## config.mk

```make
export PLATFORM = sky130hd
export DESIGN_NAME = mux_sel_sched_flat
export DESIGN_NICKNAME = d
export VERILOG_FILES = /design/src/rtl/mux_sel_sched_if.sv /design/src/rtl/mux_sel_sched.sv /design/src/flat_wrapper.sv
export SDC_FILE = /design/constraint.sdc
export NUM_CORES = 1
export LEC_CHECK = 0
export ABC_AREA = 1
export CAP_MARGIN = 20
export CORE_MARGIN = 2
export CORE_UTILIZATION = 25
export DETAILED_ROUTE_END_ITERATION = 16
export PLACE_DENSITY = 0.44
export REMOVE_ABC_BUFFERS = 1
export SLEW_MARGIN = 10
export SYNTH_ARGS = -nofsm -noshare
export SYNTH_HDL_FRONTEND = slang
export SYNTH_SLANG_ARGS = --single-unit
```

## constraint.sdc

```tcl
create_clock -name clk -period 2.5 [get_ports clk]
set_input_delay 0.5 -clock clk [delete_from_list [all_inputs] [get_ports clk]]
set_output_delay 0.5 -clock clk [all_outputs]
set_load 0.005 [all_outputs]
```

## src/rtl/mux_sel_sched_if.sv

```systemverilog
// Bus between the 8-channel scheduler, its requesters, the 11-bit 8:1 mux and the downstream consumer.
// Output handshake: a word transfers on a rising edge where out_valid and out_ready are both high;
// once out_valid rises it stays high and out_data stays stable until that transfer.
interface mux_sel_sched_if #(
   parameter int DATA_W = 11,
   parameter int NCH    = 8
);
   logic [NCH-1:0]    req;
   logic [NCH-1:0]    ack;
   logic [2:0]        select;
   logic [DATA_W-1:0] mux_out;
   logic [DATA_W-1:0] out_data;
   logic              out_valid;
   logic              out_ready;

   modport slave (
      input  req, mux_out, out_ready,
      output ack, select, out_data, out_valid
   );

   modport master (
      output req, mux_out, out_ready,
      input  ack, select, out_data, out_valid
   );
endinterface

```

## src/rtl/mux_sel_sched.sv

```systemverilog
// Round-robin scheduler driving an 8:1 mux select and capturing its result into a valid/ready output.
// Define MUX_SEL_SCHED_FIXED_PRIO_EN for lowest-index-wins arbitration (no rotating pointer).
module mux_sel_sched #(
   parameter int DATA_W = 11,
   parameter int NCH    = 8
) (
   input  logic              clk,
   input  logic              rst_n,
   mux_sel_sched_if.slave    bus,
   output logic [1:0]        dbg_state_o
);

   typedef enum logic [1:0] {
      ST_IDLE = 2'd0,
      ST_SEL  = 2'd1,
      ST_OUT  = 2'd2
   } state_t;

   state_t            state_q, state_d;
   logic [2:0]        select_q, select_d;
   logic [DATA_W-1:0] out_data_q, out_data_d;
   logic              out_valid_q, out_valid_d;
   logic [NCH-1:0]    ack_q, ack_d;

   logic              win_vld;
   logic [2:0]        win_idx;

`ifdef MUX_SEL_SCHED_FIXED_PRIO_EN
   always_comb begin
      win_vld = 1'b0;
      win_idx = 3'd0;
      for (int k = NCH - 1; k >= 0; k--) begin
         if (bus.req[k]) begin
            win_vld = 1'b1;
            win_idx = 3'(k);
         end
      end
   end
`else
   logic [2:0] ptr_q, ptr_d;
   logic [2:0] scan_idx;

   // Scan starts just after the last grant and wraps, so ptr itself is considered last.
   always_comb begin
      win_vld  = 1'b0;
      win_idx  = 3'd0;
      scan_idx = 3'd0;
      for (int k = 1; k <= NCH; k++) begin
         scan_idx = ptr_q + 3'(k);
         if (!win_vld && bus.req[scan_idx]) begin
            win_vld = 1'b1;
            win_idx = scan_idx;
         end
      end
   end
`endif

   always_comb begin
      state_d     = state_q;
      select_d    = select_q;
      out_data_d  = out_data_q;
      out_valid_d = out_valid_q;
      ack_d       = '0;
`ifndef MUX_SEL_SCHED_FIXED_PRIO_EN
      ptr_d       = ptr_q;
`endif
      case (state_q)
         ST_IDLE: begin
            if (win_vld) begin
               select_d = win_idx;
               state_d  = ST_SEL;
            end
         end
         ST_SEL: begin
            // select has been stable for a full cycle, so the mux result is settled here.
            out_data_d      = bus.mux_out;
            out_valid_d     = 1'b1;
            ack_d[select_q] = 1'b1;
`ifndef MUX_SEL_SCHED_FIXED_PRIO_EN
            ptr_d           = select_q;
`endif
            state_d         = ST_OUT;
         end
         ST_OUT: begin
            if (bus.out_ready) begin
               out_valid_d = 1'b0;
               if (win_vld) begin
                  select_d = win_idx;
                  state_d  = ST_SEL;
               end else begin
                  state_d  = ST_IDLE;
               end
            end
         end
         default: begin
            state_d = ST_IDLE;
         end
      endcase
   end

   always_ff @(posedge clk) begin
      if (!rst_n) begin
         state_q     <= ST_IDLE;
         select_q    <= 3'd0;
         out_data_q  <= '0;
         out_valid_q <= 1'b0;
         ack_q       <= '0;
`ifndef MUX_SEL_SCHED_FIXED_PRIO_EN
         ptr_q       <= 3'd7;
`endif
      end else begin
         state_q     <= state_d;
         select_q    <= select_d;
         out_data_q  <= out_data_d;
         out_valid_q <= out_valid_d;
         ack_q       <= ack_d;
`ifndef MUX_SEL_SCHED_FIXED_PRIO_EN
         ptr_q       <= ptr_d;
`endif
      end
   end

   assign bus.select    = select_q;
   assign bus.out_data  = out_data_q;
   assign bus.out_valid = out_valid_q;
   assign bus.ack       = ack_q;
   assign dbg_state_o   = state_q;

endmodule

```

## src/flat_wrapper.sv

```systemverilog
// flat-port wrapper written by rule: the top's interface ports become plain ports
module mux_sel_sched_flat 
#(
   parameter int DATA_W = 11,
   parameter int NCH    = 8
)
  (clk, rst_n, dbg_state_o, bus_req, bus_mux_out, bus_out_ready, bus_ack, bus_select, bus_out_data, bus_out_valid);
  mux_sel_sched_if #(.DATA_W(DATA_W), .NCH(NCH)) bus_i ();
  input  logic clk;
  input  logic rst_n;
  output logic [1:0] dbg_state_o;
  input wire logic [$bits(bus_i.req)-1:0] bus_req;
  input wire logic [$bits(bus_i.mux_out)-1:0] bus_mux_out;
  input wire logic [$bits(bus_i.out_ready)-1:0] bus_out_ready;
  output wire logic [$bits(bus_i.ack)-1:0] bus_ack;
  output wire logic [$bits(bus_i.select)-1:0] bus_select;
  output wire logic [$bits(bus_i.out_data)-1:0] bus_out_data;
  output wire logic [$bits(bus_i.out_valid)-1:0] bus_out_valid;
  assign bus_i.req = bus_req;
  assign bus_i.mux_out = bus_mux_out;
  assign bus_i.out_ready = bus_out_ready;
  assign bus_ack = bus_i.ack;
  assign bus_select = bus_i.select;
  assign bus_out_data = bus_i.out_data;
  assign bus_out_valid = bus_i.out_valid;
  mux_sel_sched #(.DATA_W(DATA_W), .NCH(NCH)) u_core (.clk(clk), .rst_n(rst_n), .bus(bus_i), .dbg_state_o(dbg_state_o));
endmodule
```

# --- Word level (Yosys, flattened, before mapping) ---
# Cells that the tools add are included.
op_classes:
  add_sub_neg: 7
  order_cmp: 10
  eq_ne: 4
  muxes: 43
  reduce_logical: 22
ops:
  columns: ["op", "count"]
  rows:
  - ["3-bit by 4-bit < comparator with 1-bit output, second input constant", 9]
  - ["3-bit two-way mux", 10]
  - ["1-bit binary-select mux with 3-bit select", 8]
  - ["1-bit two-way mux", 19]
  - ["3-bit adder, second input constant", 4]
  - ["1-bit logical AND", 8]
  - ["2-bit AND reduction", 4]
  - ["1-bit logical NOT", 7]
  - ["3-bit by 2-bit adder with 3-bit output, second input constant", 2]
  - ["2-bit case mux with 3 select lines", 1]
  - ["3-bit case mux with 2 select lines", 1]
  - ["2-bit two-way mux", 2]
  - ["2-bit nonzero test", 2]
  - ["3-bit by 1-bit adder with 3-bit output, second input constant", 1]
  - ["1-bit demux with 3-bit select", 1]
  - ["3-bit by 1-bit >= comparator with 1-bit output, second input constant", 1]
  - ["2-bit by 1-bit == test with 1-bit output, second input constant", 1]
  - ["2-bit == test, second input constant", 1]
  - ["2-bit logical NOT", 1]
  - ["2-bit by 1-bit != test with 1-bit output, second input constant", 1]
  - ["2-bit != test, second input constant", 1]
  - ["1-bit case mux with 2 select lines", 1]
totals:
  register_bits: 28
  output_inout_bits: 25

# --- Longest topological paths before layout ---
depth:
  ltp_word: 28
  mapped_depth: 18
  ltp_nobuf: 15

# --- Least setup slack after synthesis ---
# No wires, ideal clock.
synth_timing:
  path_type: "register -> register"
  start: "register u_core.ptr_q[0]"
  end: "register u_core.select_q[2] (netlist: u_core.bus.select[2])"
  setup_time_ns: 0.114
  t_arrival_ns: 2.142
  required_ns: 2.386
  slack_ns: 0.245
  path_stages_with_launch: 18
  path_buffers: 3
  synth_period_minus_slack_ns: 2.255
  cell_sequence: "dfxtp_1 > buf_6 > inv_4 > buf_6 > ha_1 > buf_4 > inv_2 > nand3_4 > nand3_4 > nand2_4 > nor2_4 > nand4_4 > nor2_4 > nand3_2 > nand2_2 > nor2_1 > nand2_1 > a21oi_2"
synth_between:
  elab_chain_len: 28
  elab_cells_between_ends: 56
  cone_classes: "7 x add/sub; 35 x mux; 14 x reduce/logical"
synth_lines:
  columns: ["item", "line", "text"]
  rows:
  - ["from (decl)", "mux_sel_sched.sv:40", "logic [2:0] ptr_q, ptr_d;"]
  - ["from (signal assigned)", "mux_sel_sched.sv:118", "ptr_q <= ptr_d;"]
  - ["3-bit by 1-bit adder with 3-bit output", "mux_sel_sched.sv:49", "scan_idx = ptr_q + 3'(k);"]
  - ["1-bit binary-select mux with 3-bit select", "mux_sel_sched.sv:50", "if (!win_vld && bus.req[scan_idx]) begin"]
  - ["1-bit two-way mux (not written as such)", "mux_sel_sched.sv:50", null]
  - ["1-bit two-way mux", "mux_sel_sched.sv:50", null]
  - ["1-bit logical NOT", "mux_sel_sched.sv:50", null]
  - ["1-bit logical AND", "mux_sel_sched.sv:50", null]
  - ["1-bit two-way mux", "mux_sel_sched.sv:50", null]
  - ["1-bit logical NOT", "mux_sel_sched.sv:50", null]
  - ["[... 12 more ...]", null, null]
  - ["1-bit logical AND", "mux_sel_sched.sv:50", null]
  - ["1-bit two-way mux", "mux_sel_sched.sv:50", null]
  - ["1-bit logical NOT", "mux_sel_sched.sv:50", null]
  - ["1-bit logical AND", "mux_sel_sched.sv:50", null]
  - ["3-bit two-way mux or 1-bit two-way mux (tied branches)", "mux_sel_sched.sv:50", null]
  - ["3-bit two-way mux (*)", "mux_sel_sched.sv:69, mux_sel_sched.sv:87", null]
  - ["3-bit two-way mux", "mux_sel_sched.sv:85", "if (bus.out_ready) begin"]
  - ["3-bit case mux with 2 select lines (*)", "mux_sel_sched.sv:67", "case (state_q)"]
  - ["to (signal assigned)", "mux_sel_sched.sv:113", "select_q <= select_d;"]
  - ["to (decl)", "mux_sel_sched.sv:20", "logic [2:0] select_q, select_d;"]
# Every way passes the cells marked *; elsewhere a longest branch is shown, timed or not. The select of a mux whose other input is x is not followed.
# A chain may end at the register's enable or synchronous reset.

# --- Worst setup path after layout ---
layout_timing:
  start: "register u_core.ptr_q[0]"
  end: "register u_core.select_q[1] (netlist: u_core.bus.select[1])"
# The elaborated chain is that of the path after synthesis.

==> metrics list <==
- Status: complete, no violations
- Compared with the post-synthesis result, the final layout area differs by 35.55%.
* # H-tree levels: 1
- The clock period could shrink to between 2000 and 2500 ps.
* Xor/xnor share of the synthesized area: 0.01484
- Footprint of the multi-input gates: approximately 0.0011 mm2
- Post-Synth Simple-Gate Area: 0.4643
- Family with the most delay on the worst path: simple AND/OR/NAND/NOR gates
- Layout filler cell count: between 700 and 800
- Tightest Hold Check Type: register to register
- For the worst setup path, the data required time is around 2700 ps.
* CP startpoint kind: register
- The finished layout holds 390 standard cells, fillers aside.
- For this design the ratio of total power to cell area is roughly 660 mW/mm2.
- For this run the aggregate overflow at the end of global routing stands at 0.
* Post-CTS setup-driven buffer insertion count: 0
- Counting the buffers created by CTS gives 3.
- Row generation in the floorplan step produced 30 rows.
- Leakage power summed over all cells: ~1.0 nW
* Synth cell count leaders: sky130_fd_sc_hd__nand2_1, sky130_fd_sc_hd__nor2_1, sky130_fd_sc_hd__dfxtp_1
* Final sum of negative setup slack: 0 ps
- After detailed placement, the design holds a cell count of 386.
- Clock-pin slew was measured on the worst setup and hold paths at 90 ps.
- TritonCTS clock tree: built
- The floorplan step set the die width to approximately 88 um.
- The critical path goes through inv_4 -> ha_1 -> buf_4 -> nand3_1 -> nand2_1 -> nand2_1 -> nand2_2 -> nand4_4 -> nor2_4 -> nand3_2 -> nor2_1 -> nor2_1 -> nand2_1 -> nand2_1.
- The number of different library cells used by synthesis comes to 32.
- The number of antenna diodes in the final layout is 0.
- Number of top-level pins: 47
* Utilization of the core after routing: 0.3513
- Cells resized by post-CTS repair: 0
- Register area: about 560 um2
- The first global-routing pass estimated about 7700 um of wire.
- Of the post-synthesis cell area, the part taken by muxes is 0.
* Transition at the pin with the smallest max-transition slack: roughly 350 ps
* Share of the cycle needed by the critical path after routing: 0.8752
* Finished layout cell area: 0.002400 mm2
- Based on the critical path, the design can be clocked at up to ~0.46 GHz.
- Cell Area, Placed: roughly 0.0023 mm2
- VDD sags by at most ~0.29 mV.
* Via count of the first global-routing pass: ~1.6k
- In the global route stage, overall resource usage came out at 0.1252.
- Top_reg_cell synth: sky130_fd_sc_hd__dfxtp_1
* Final weighted congestion in routability-driven placement: between 0.8 and 0.9
- Synthesized-area fraction occupied by adder cells: 0.01413
- Antenna violations before repair: 0
- Clock skew: approximately 2.0 ps
* Via count normalized by instance count: ~4.3
- sky130_fd_sc_hd__nand2_1 is the most common cell in the netlist.
- Data arrival time of the worst path: between 2000 and 2500 ps
- Slowest cell on crit path: sky130_fd_sc_hd__dfxtp_1
- Hold slack final: 517.0 ps
* Crit path buf inv count: 2
- Max-cap violations in this run came to 0.
- Timing analysis after detailed placement gives a worst setup slack of approximately 150 ps.
- DRC viols: 0
- The largest total area in the synthesized netlist belongs to sky130_fd_sc_hd__dfxtp_1.
* Hold Vio Cnt, Final: 0
- Post-route total power: 1.581 mW
* Setup repair after global routing missed its margin: false
- The initial utilization of the core area, before any placement, comes to 0.2592.
- For this block, the routed nets add up to roughly 4700 um of wire.
- The tree is rooted in a sky130_fd_sc_hd__clkbuf_8.
* Area of the mapped netlist: between 0.0015 and 0.002 mm2
* Iteration count of the initial detailed-routing pass: 4
- The cell count after synthesis came out at 247.
- Worst Setup Path Type: register to register
- Detailed-route wire length per cell: around 12 um
* Dominant combinational cell family by area after synthesis: simple AND/OR/NAND/NOR gates
- CTS Hold Bufs: 0
- STA classifies the critical path endpoint as a register.
* Die ar.: just under 0.008 mm2
- Critical path's most frequent cell: sky130_fd_sc_hd__nand2_1
- The floorplan step defined a core boundary enclosing a little under 0.007 mm2.
- Largest net degree at the start of global routing: 20
* Worst setup margin: slightly above 300 ps
- Violation count after the first detailed-route iteration: 88
- Synthesized area divided by synthesized cell count: 7.168 um2
- Worst relative slew slack: 0.7658
* Max Fanout on Critical Path: 5
* Yosys warns: 0
- Number of enable-type register cells in the synthesized netlist: 0
- NumNets Final: roughly 320
* Remaining number of nets flagged by the antenna check after routing: 0
- Maximum count of clock buffers along a single path: 2
- The largest single stage delay on the critical path is 380 ps.
- Slew Limit Fails: 0
- Setup violations remaining at the end of the flow were counted as 0.
* Vertical die dimension: 88.16 um
- Fraction of registers with async set or reset after synthesis: 0
- #FFs+latches synth: 28
* Share of cells above drive strength 1: 0.1565
* Portion of synthesized cell area occupied by the leading cell type: 0.3166
- The tree built by TritonCTS fans out to 28 sinks.
* Sequential share of the synthesized area: 0.3166
- The wire-length estimate of the detail-placed layout is approximately 3600 um.
* Buffers added on ports: 46
- The routed layout has between 1.5k and 2k vias.
* Source-to-sink clock delay at the later pin of the worst-skew pair: between 200 and 300 ps
- Fraction of the mapped netlist area in compound gates: 0.1004
- Yosys attributes the largest share of cell area to sky130_fd_sc_hd__dfxtp_1, sky130_fd_sc_hd__nand2_1, sky130_fd_sc_hd__nor2_1.
[cell usage in the layout, fill, tap and decap left out, types with 3 or more instances in the layout]
cell,netlist,final
sky130_fd_sc_hd__o21ai_0,18,18
sky130_fd_sc_hd__nand2_4,4,4
sky130_fd_sc_hd__inv_1,23,23
sky130_fd_sc_hd__buf_4,1,7
sky130_fd_sc_hd__a21oi_1,3,3
sky130_fd_sc_hd__nand3_4,5,5
sky130_fd_sc_hd__clkdlybuf4s50_1,0,46
sky130_fd_sc_hd__nor2_1,31,31
sky130_fd_sc_hd__nand3_2,9,9
sky130_fd_sc_hd__nand2_2,8,8
sky130_fd_sc_hd__dfxtp_1,28,28
sky130_fd_sc_hd__clkbuf_8,0,4
sky130_fd_sc_hd__nor4_1,8,8
sky130_fd_sc_hd__nand3_1,22,22
sky130_fd_sc_hd__o211ai_1,3,3
sky130_fd_sc_hd__nand2_1,53,53
[power by group]
part	switching [mW]	leakage, nW	internal [mW]	total [mW]
logic	0.444	0.777	0.305	0.749
clock network	0.140	0.0288	0.141	0.281
registers	0.0569	0.230	0.494	0.551
[sequential cells by signal (all words and copies together) (netlist names)]
name	count
u_core.bus.ack	8
u_core.bus.out_valid	1
u_core.ptr_q	3
u_core.bus.out_data	11
u_core.dbg_state_o	2
u_core.bus.select	3
[worst register-to-register path, cell delays in order, from the launching register on]
cell and delay (ps):
sky130_fd_sc_hd__dfxtp_1 380, sky130_fd_sc_hd__inv_4 40, sky130_fd_sc_hd__ha_1 380, sky130_fd_sc_hd__buf_4 190, sky130_fd_sc_hd__nand3_1 80, sky130_fd_sc_hd__nand2_1 140, sky130_fd_sc_hd__nand2_1 80, sky130_fd_sc_hd__nand2_2 130
sky130_fd_sc_hd__nand4_4 130, sky130_fd_sc_hd__nor2_4 160, sky130_fd_sc_hd__nand3_2 120, sky130_fd_sc_hd__nor2_1 110, sky130_fd_sc_hd__nor2_1 50, sky130_fd_sc_hd__nand2_1 60, sky130_fd_sc_hd__nand2_1 40
[cells by family (layout without fill, tap and decap cells)]
kind of cell             after synthesis  in the layout
adder cells (fa/ha/maj)                2              2
AO/OA/AOI/OAI                         30             30
AND/OR/NAND/NOR                      148            148
XOR/XNOR                               3              3
flip-flops                            28             28
buffers and inverters                 36             83
[metal layers]
metal	vias up	track usage	part of all wire
li1	903	-	-
met1	757	0.1795	0.51
met2	21	0.1983	0.46
met3	2	0.02451	0.031
met4	0	0.02066	0.0054
met5	-	0	0
[path summary, 6_finish.rpt]
kind,from,endpoint,slack [ps],cells after the start
max reg2reg,u_core.ptr_q[0],u_core.bus.select[1],310,14
max,u_core.ptr_q[0],u_core.bus.select[1],310,14
min reg2reg,u_core.dbg_state_o[1],u_core.bus.out_valid,520,1
min,u_core.dbg_state_o[1],u_core.bus.out_valid,520,1
[area by class of cell]
type | instances | share of cell area
Clock buffer | 4 | 0.02294
Inverter | 26 | 0.04171
Multi-Input combinational cell | 183 | 0.4380
Sequential cell | 28 | 0.2336
Tap cell | 96 | 0.05005
Timing Repair Buffer | 53 | 0.2138
No activity file was read; power rests on OpenSTA's default activity.
